File: config.mk
export PLATFORM = sky130hd
export DESIGN_NAME = adder_error_sweeper
export DESIGN_NICKNAME = d
export VERILOG_FILES = /design/src/rtl/adder_error_sweeper_pkg.sv /design/src/rtl/adder_error_sweeper_accum.sv /design/src/rtl/adder_error_sweeper.sv
export SDC_FILE = /design/constraint.sdc
export NUM_CORES = 1
export LEC_CHECK = 0
export CAP_MARGIN = 30
export CORE_MARGIN = 3
export CORE_UTILIZATION = 50
export DETAILED_ROUTE_END_ITERATION = 7
export HOLD_SLACK_MARGIN = 0.05
export PLACE_DENSITY = 0.8
export SLEW_MARGIN = 20
export SYNTH_ARGS = -nofsm -noshare
export SYNTH_HDL_FRONTEND = slang
export SYNTH_HIERARCHICAL = 1
export SYNTH_SLANG_ARGS = --single-unit
File: constraint.sdc
create_clock -name clk -period 4.4 [get_ports clk]
set_input_delay 0.66 -clock clk [delete_from_list [all_inputs] [get_ports clk]]
set_output_delay 0.66 -clock clk [all_outputs]
set_load 0.02 [all_outputs]
File: src/rtl/adder_error_sweeper_pkg.sv
// ============================================================================
// Module      : adder_eval_pkg
// Description : Shared state encoding and width helpers for the approximate
//               adder error sweeper, its accumulator and its wrappers.
// Revision    : 1.0 - initial release
// ============================================================================
`default_nettype none

package adder_eval_pkg;

    // Sweep controller state encoding
    typedef logic [1:0] sweep_state_t;

    localparam sweep_state_t c_ST_IDLE  = 2'd0;
    localparam sweep_state_t c_ST_SWEEP = 2'd1;
    localparam sweep_state_t c_ST_FLUSH = 2'd2;
    localparam sweep_state_t c_ST_DONE  = 2'd3;

    // Sum returned by the adder under test carries one extra bit
    function automatic int sum_width(input int w);
        return w + 1;
    endfunction

    // |exact - approx| never exceeds 2**(w+1)-1
    function automatic int err_width(input int w);
        return w + 1;
    endfunction

    // 2**(2w) pairs, each contributing at most 2**(w+1)-1
    function automatic int total_width(input int w);
        return 3 * w + 1;
    endfunction

    // Must be able to hold the full pair count 2**(2w)
    function automatic int count_width(input int w);
        return 2 * w + 1;
    endfunction

endpackage : adder_eval_pkg

`default_nettype wire

File: src/rtl/adder_error_sweeper_accum.sv
// ============================================================================
// Module      : sweep_err_accum
// Description : Second pipeline stage of the error sweeper: accumulates the
//               total error, counts erroneous pairs and tracks the maximum.
// Revision    : 1.0 - initial release
// ============================================================================
`default_nettype none

module sweep_err_accum
    import adder_eval_pkg::*;
#(
    parameter int WIDTH = 8
) (
    input  logic               clk,
    input  logic               rst_n,
    input  logic               clr,
    input  logic               valid,
    input  logic [WIDTH:0]     err,
    output logic [3*WIDTH:0]   total_err,
    output logic [2*WIDTH:0]   err_cases,
    output logic [WIDTH:0]     max_err
);

    localparam int c_EW = err_width(WIDTH);
    localparam int c_TW = total_width(WIDTH);
    localparam int c_CW = count_width(WIDTH);

    logic [c_TW-1:0] r_total;
    logic [c_CW-1:0] r_cases;
    logic [c_EW-1:0] r_max;

    logic [c_TW-1:0] w_err_ext;
    logic [c_CW-1:0] w_one;

    assign w_err_ext = {{(c_TW - c_EW){1'b0}}, err};
    assign w_one     = {{(c_CW - 1){1'b0}}, 1'b1};

    // Accumulate each valid error sample; widths are sized so nothing wraps
    always_ff @(posedge clk) begin
        if (!rst_n || clr) begin
            r_total <= '0;
            r_cases <= '0;
            r_max   <= '0;
        end else if (valid) begin
            r_total <= r_total + w_err_ext;
            if (err != '0) begin
                r_cases <= r_cases + w_one;
            end
            if (err > r_max) begin
                r_max <= err;
            end
        end
    end

    assign total_err = r_total;
    assign err_cases = r_cases;
    assign max_err   = r_max;

endmodule : sweep_err_accum

`default_nettype wire

File: src/rtl/adder_error_sweeper.sv
// ============================================================================
// Module      : adder_error_sweeper
// Description : Self-timed exhaustive sweep of an external approximate adder.
//               Drives every (a, b) pair, compares the returned sum with the
//               exact sum and accumulates ER / MED / MEP raw metrics.
// Revision    : 1.0 - initial release
// ============================================================================
`default_nettype none

module adder_error_sweeper
    import adder_eval_pkg::*;
#(
    parameter int WIDTH = 8
) (
    input  logic               clk,
    input  logic               rst_n,
    input  logic               start,
    input  logic               stall,
    output logic [WIDTH-1:0]   a_o,
    output logic [WIDTH-1:0]   b_o,
    input  logic [WIDTH:0]     approx_sum_i,
    output logic               busy,
    output logic               done,
    output logic [3*WIDTH:0]   total_err,
    output logic [2*WIDTH:0]   err_cases,
    output logic [WIDTH:0]     max_err
);

    localparam int c_SW = sum_width(WIDTH);
    localparam int c_EW = err_width(WIDTH);

    sweep_state_t r_state;
    sweep_state_t w_state_nxt;

    logic [WIDTH-1:0]   r_a;
    logic [WIDTH-1:0]   r_b;
    logic [2*WIDTH-1:0] w_idx_nxt;

    logic               r_valid_q;
    logic [c_EW-1:0]    r_err_q;

    logic [c_SW-1:0]    w_exact;
    logic [c_EW-1:0]    w_err;

    logic               w_start_acc;
    logic               w_sample;
    logic               w_last;

    // start only counts when the engine is idle or parked in DONE
    assign w_start_acc = start && ((r_state == c_ST_IDLE) || (r_state == c_ST_DONE));
    assign w_sample    = (r_state == c_ST_SWEEP) && !stall;
    assign w_last      = w_sample && (&r_a) && (&r_b);

    // Exact reference sum and absolute difference, both WIDTH+1 bits
    assign w_exact = {1'b0, r_a} + {1'b0, r_b};
    assign w_err   = (w_exact >= approx_sum_i) ? (w_exact - approx_sum_i)
                                               : (approx_sum_i - w_exact);

    // b is the low half so a single increment gives a-outer, b-inner order
    assign w_idx_nxt = {r_a, r_b} + {{(2*WIDTH-1){1'b0}}, 1'b1};

    // Next-state logic for the sweep controller
    always_comb begin
        w_state_nxt = r_state;
        case (r_state)
            c_ST_IDLE:  if (start)  w_state_nxt = c_ST_SWEEP;
            c_ST_SWEEP: if (w_last) w_state_nxt = c_ST_FLUSH;
            c_ST_FLUSH: w_state_nxt = c_ST_DONE;
            c_ST_DONE:  if (start)  w_state_nxt = c_ST_SWEEP;
            default:    w_state_nxt = c_ST_IDLE;
        endcase
    end

    // State register
    always_ff @(posedge clk) begin
        if (!rst_n) begin
            r_state <= c_ST_IDLE;
        end else begin
            r_state <= w_state_nxt;
        end
    end

    // Operand index counter; holds at all ones after the last pair
    always_ff @(posedge clk) begin
        if (!rst_n || w_start_acc) begin
            r_a <= '0;
            r_b <= '0;
        end else if (w_sample && !w_last) begin
            {r_a, r_b} <= w_idx_nxt;
        end
    end

    // Stage 1: register the error of the pair presented this cycle
    always_ff @(posedge clk) begin
        if (!rst_n) begin
            r_valid_q <= 1'b0;
            r_err_q   <= '0;
        end else begin
            r_valid_q <= w_sample;
            if (w_sample) begin
                r_err_q <= w_err;
            end
        end
    end

    // Stage 2: accumulate, count and track the maximum
    sweep_err_accum #(
        .WIDTH      (WIDTH)
    ) u_accum (
        .clk        (clk),
        .rst_n      (rst_n),
        .clr        (w_start_acc),
        .valid      (r_valid_q),
        .err        (r_err_q),
        .total_err  (total_err),
        .err_cases  (err_cases),
        .max_err    (max_err)
    );

    assign a_o  = r_a;
    assign b_o  = r_b;
    assign busy = (r_state == c_ST_SWEEP) || (r_state == c_ST_FLUSH);
    assign done = (r_state == c_ST_DONE);

endmodule : adder_error_sweeper

`default_nettype wire

==> summary.txt <==
Drt
  • Detailed Route Iter0 Violations: 301
  • DR DRC count: 0
  • Vias: 4947
  • Post-route ant nets: 0
  • Router iterations before antenna repair: 5
  • Via density: 5.861
  • Highest routed layer: met4
  • Post-Route WL: 13000 um
  • Total length of routed met2 wires: 6239 um
  • WL met3: 788 um
  • Drt wl/cell: 15.40 um
  • Post-Route M1 WL: 5689 um

Synthesis
  • Post-Syn Area per Cell: 8.384 um2
  • Async SR Flop Fraction: 0%
  • Library cells used by synthesis: 67
  • Main synth FF type: dfxtp_1
  • Synth top area share: 29.85%
  • Post-synth EDFFs: 0
  • Seq/Total Area, Yosys: 29.85%
  • Mapped Nets: 696
  • Post-synthesis instance total: 632
  • Synth top area cells: dfxtp_1, ha_1, a21oi_1, xnor2_1, nor2_1
  • Cell Area, Synth: 5299 um2
  • #FFs+latches synth: 79
  • Syn. warnings: 6
  • Cell accounting for the most synthesized area: dfxtp_1

STA
  • Setup TNS: 0 ns
  • Layout Skew: 0.01262 ns
  • Final Max Tran Viols: 0
  • Highest Clock Rate: 259.5 MHz
  • Actual slew at the worst max-slew pin: 0.6821 ns
  • Final hold slack: 0.4894 ns
  • Unrepaired setup endpoints after global routing: false
  • Final Critical Period: 3.853 ns
  • Period Utilization, post-route: 87.57%
  • Hold Fails Final Rpt: 0
  • Max_slew headroom: 54.11%
  • Setup Viol. Count Final: 0

Clock tree
  • TritonCTS Buffers: 9
  • H-tree Lvls: 3
  • CTS Hold Bufs: 0
  • Clock root cell: clkbuf_8
  • PostCTS Resize Cnt: 0
  • CTS tree: done
  • Clk sinks: 79
  • # Post-CTS Setup Buffers: 0
  • Clk buf depth: 2
  • Worst-Skew Late Latency: 0.36 ns
  • Reg clk slew, reported paths: 0.09 ns

Run status
  • Status: complete, no violations

Cells and area
  • Layout cell share with drive strength beyond 1: 6.188%
  • Number of diodes: 0
  • Final Net Count: 771
  • Commonest non-fill, non-tap cells in the layout: clkdlybuf4s50_1, dfxtp_1, nor2_1
  • Most common cell after layout, fill and taps aside: clkdlybuf4s50_1
  • Area growth, synth to finish: 21.35%

Critical path
  • R2R Setup Slk: 0.55 ns
  • Worst path max stage delay: 0.51 ns
  • Setup crit start: a_o[1]
  • Critical Path RT: 4.70 ns
  • CP startpoint kind: flop
  • WS Path Type: flop to flop
  • Setup crit end kind: flop
  • Worst Path Arrival: 4.16 ns
  • R2R Path Start: a_o[1]
  • Worst path cell trace: ha_1 > a21o_1 > a21oi_1 > nor2b_1 > o21a_1 > o41ai_1 > xnor2_1 > ha_1 > nand4_2 > nor2_1 > a211oi_4 > mux2_2 > or3_1 > o211ai_2
  • Worst path slowest cell: dfxtp_1
  • Most frequent CP cell: ha_1
  • Max FO, Critical Path: 8

Power and ir drop
  • Power Dens Cells: 300.7 nW/um2
  • Lkg Pwr: 2.443 nW
  • VDD IR max: 143.9 uV

Floorplan
  • Ports: 82
  • Die width: 108.9 um
  • Core area: 10040 um2
  • Initial core utilization: 52.75%
  • Die Ht: 108.9 um
  • Full die area: 11870 um2
  • Site Rows: 36

Global route
  • Gr ovfl total: 0
  • Vias in the first global route: 4656
  • GRT Util Overall: 22.57%
  • Pin count of the biggest net entering global routing: 36
  • Initial antenna violation count: 0
  • Global-route wire length before repair: 21460 um

Min path
  • Worst Hold Launch: u_accum/total_err[15]
  • Worst min path class: flop to flop

Flow run
  • Maxcap violations: 0

Placed design
  • RePlAce Congestion: 0.8712
  • Port bufs: 81
  • Hpwl dp: 9925 um
## final timing paths
check | endpoint | depth (start not counted)
worst max-delay path | r_err_q[6] | 14
worst min-delay path | u_accum/total_err[15] | 2
worst max register to register | r_err_q[6] | 14
worst min register to register | u_accum/total_err[15] | 2
## critical path: cells and delay by family (launching register included)
family	cells	cell delay, ns
AOI/OAI and AO/OA	6	1.43
and+or+nand+nor	4	0.69
xor gates and xnor gates	1	0.12
muxes	1	0.37
DFF	1	0.51
adders and majority gates	2	0.68
## Yosys cell counts, drive strengths merged (3+ instances only)
master / number
a2111o: 6
a211oi: 4
a21o: 13
a21oi: 54
a31oi: 4
and2: 4
and3: 7
and4: 6
buf: 10
clkbuf: 12
dfxtp: 79
fa: 4
ha: 47
inv: 35
mux2: 3
mux2i: 17
nand2: 55
nand2b: 8
nand3: 36
nand4: 19
nor2: 57
nor2b: 6
nor3: 10
nor3b: 3
nor4: 4
o211ai: 7
o21ai: 33
or3: 9
xnor2: 25
xor2: 21
## area by class of cell
class	instances	area, um2
fill	839	3615
multi-input combinational	495	3460
sequential	79	1582
timing repair buffer	87	855.8
tap	133	166.4
inverter	35	131.4
clock buffer	10	127.6
clock inverter	5	107.6
## kinds of logic after synthesis
logic type               count (synthesis)  share of synthesized area [%]
XOR/XNOR                                46                          7.603
AND/OR/NAND/NOR                        234                          22.10
adder cells (fa/ha/maj)                 51                          12.61
buffers and inverters                   58                          4.864
AO/OA/AOI/OAI                          144                          19.13
flip-flops                              79                          29.85
multiplexers                            20                          3.849
## routing by layer
| layer | GRT usage [%] | vias up |
|---|---|---|
| li1 | - | 2421 |
| met1 | 28.42 | 2348 |
| met2 | 38.11 | 156 |
| met3 | 4.322 | 22 |
| met4 | 8.566 | 0 |
| met5 | 0 | - |
## sequential cells by signal (all words and copies together), names as in the netlist
register / count
u_accum/err_cases: 17
r_err_q: 9
r_valid_q: 1
b_o: 8
r_state: 2
a_o: 8
u_accum/total_err: 25
u_accum/max_err: 9
## where the power goes
| part | internal, W | switching, W |
|---|---|---|
| Sequential | 0.000743 | 0.0000414 |
| Combinational | 0.000196 | 0.000309 |
| Clock | 0.000376 | 0.000268 |
## through the flow
stage / power [W] / instances / util, % / setup slack, ns / cell area, um2
after floorplan: 0.001164 / 632 / - / 0.4289 / 5299
after global placement: 0.001279 / 829 / 61.67 / 0.6258 / 6195
after detailed placement: 0.001302 / 829 / 61.67 / 0.5704 / 6195
after CTS: 0.001945 / 844 / 64.01 / 0.5390 / 6430
after global routing: 0.002036 / 844 / 64.01 / 0.1860 / 6430
final: 0.001934 / 844 / 64.01 / 0.5469 / 6430
Power figures use the tool's default switching activity.
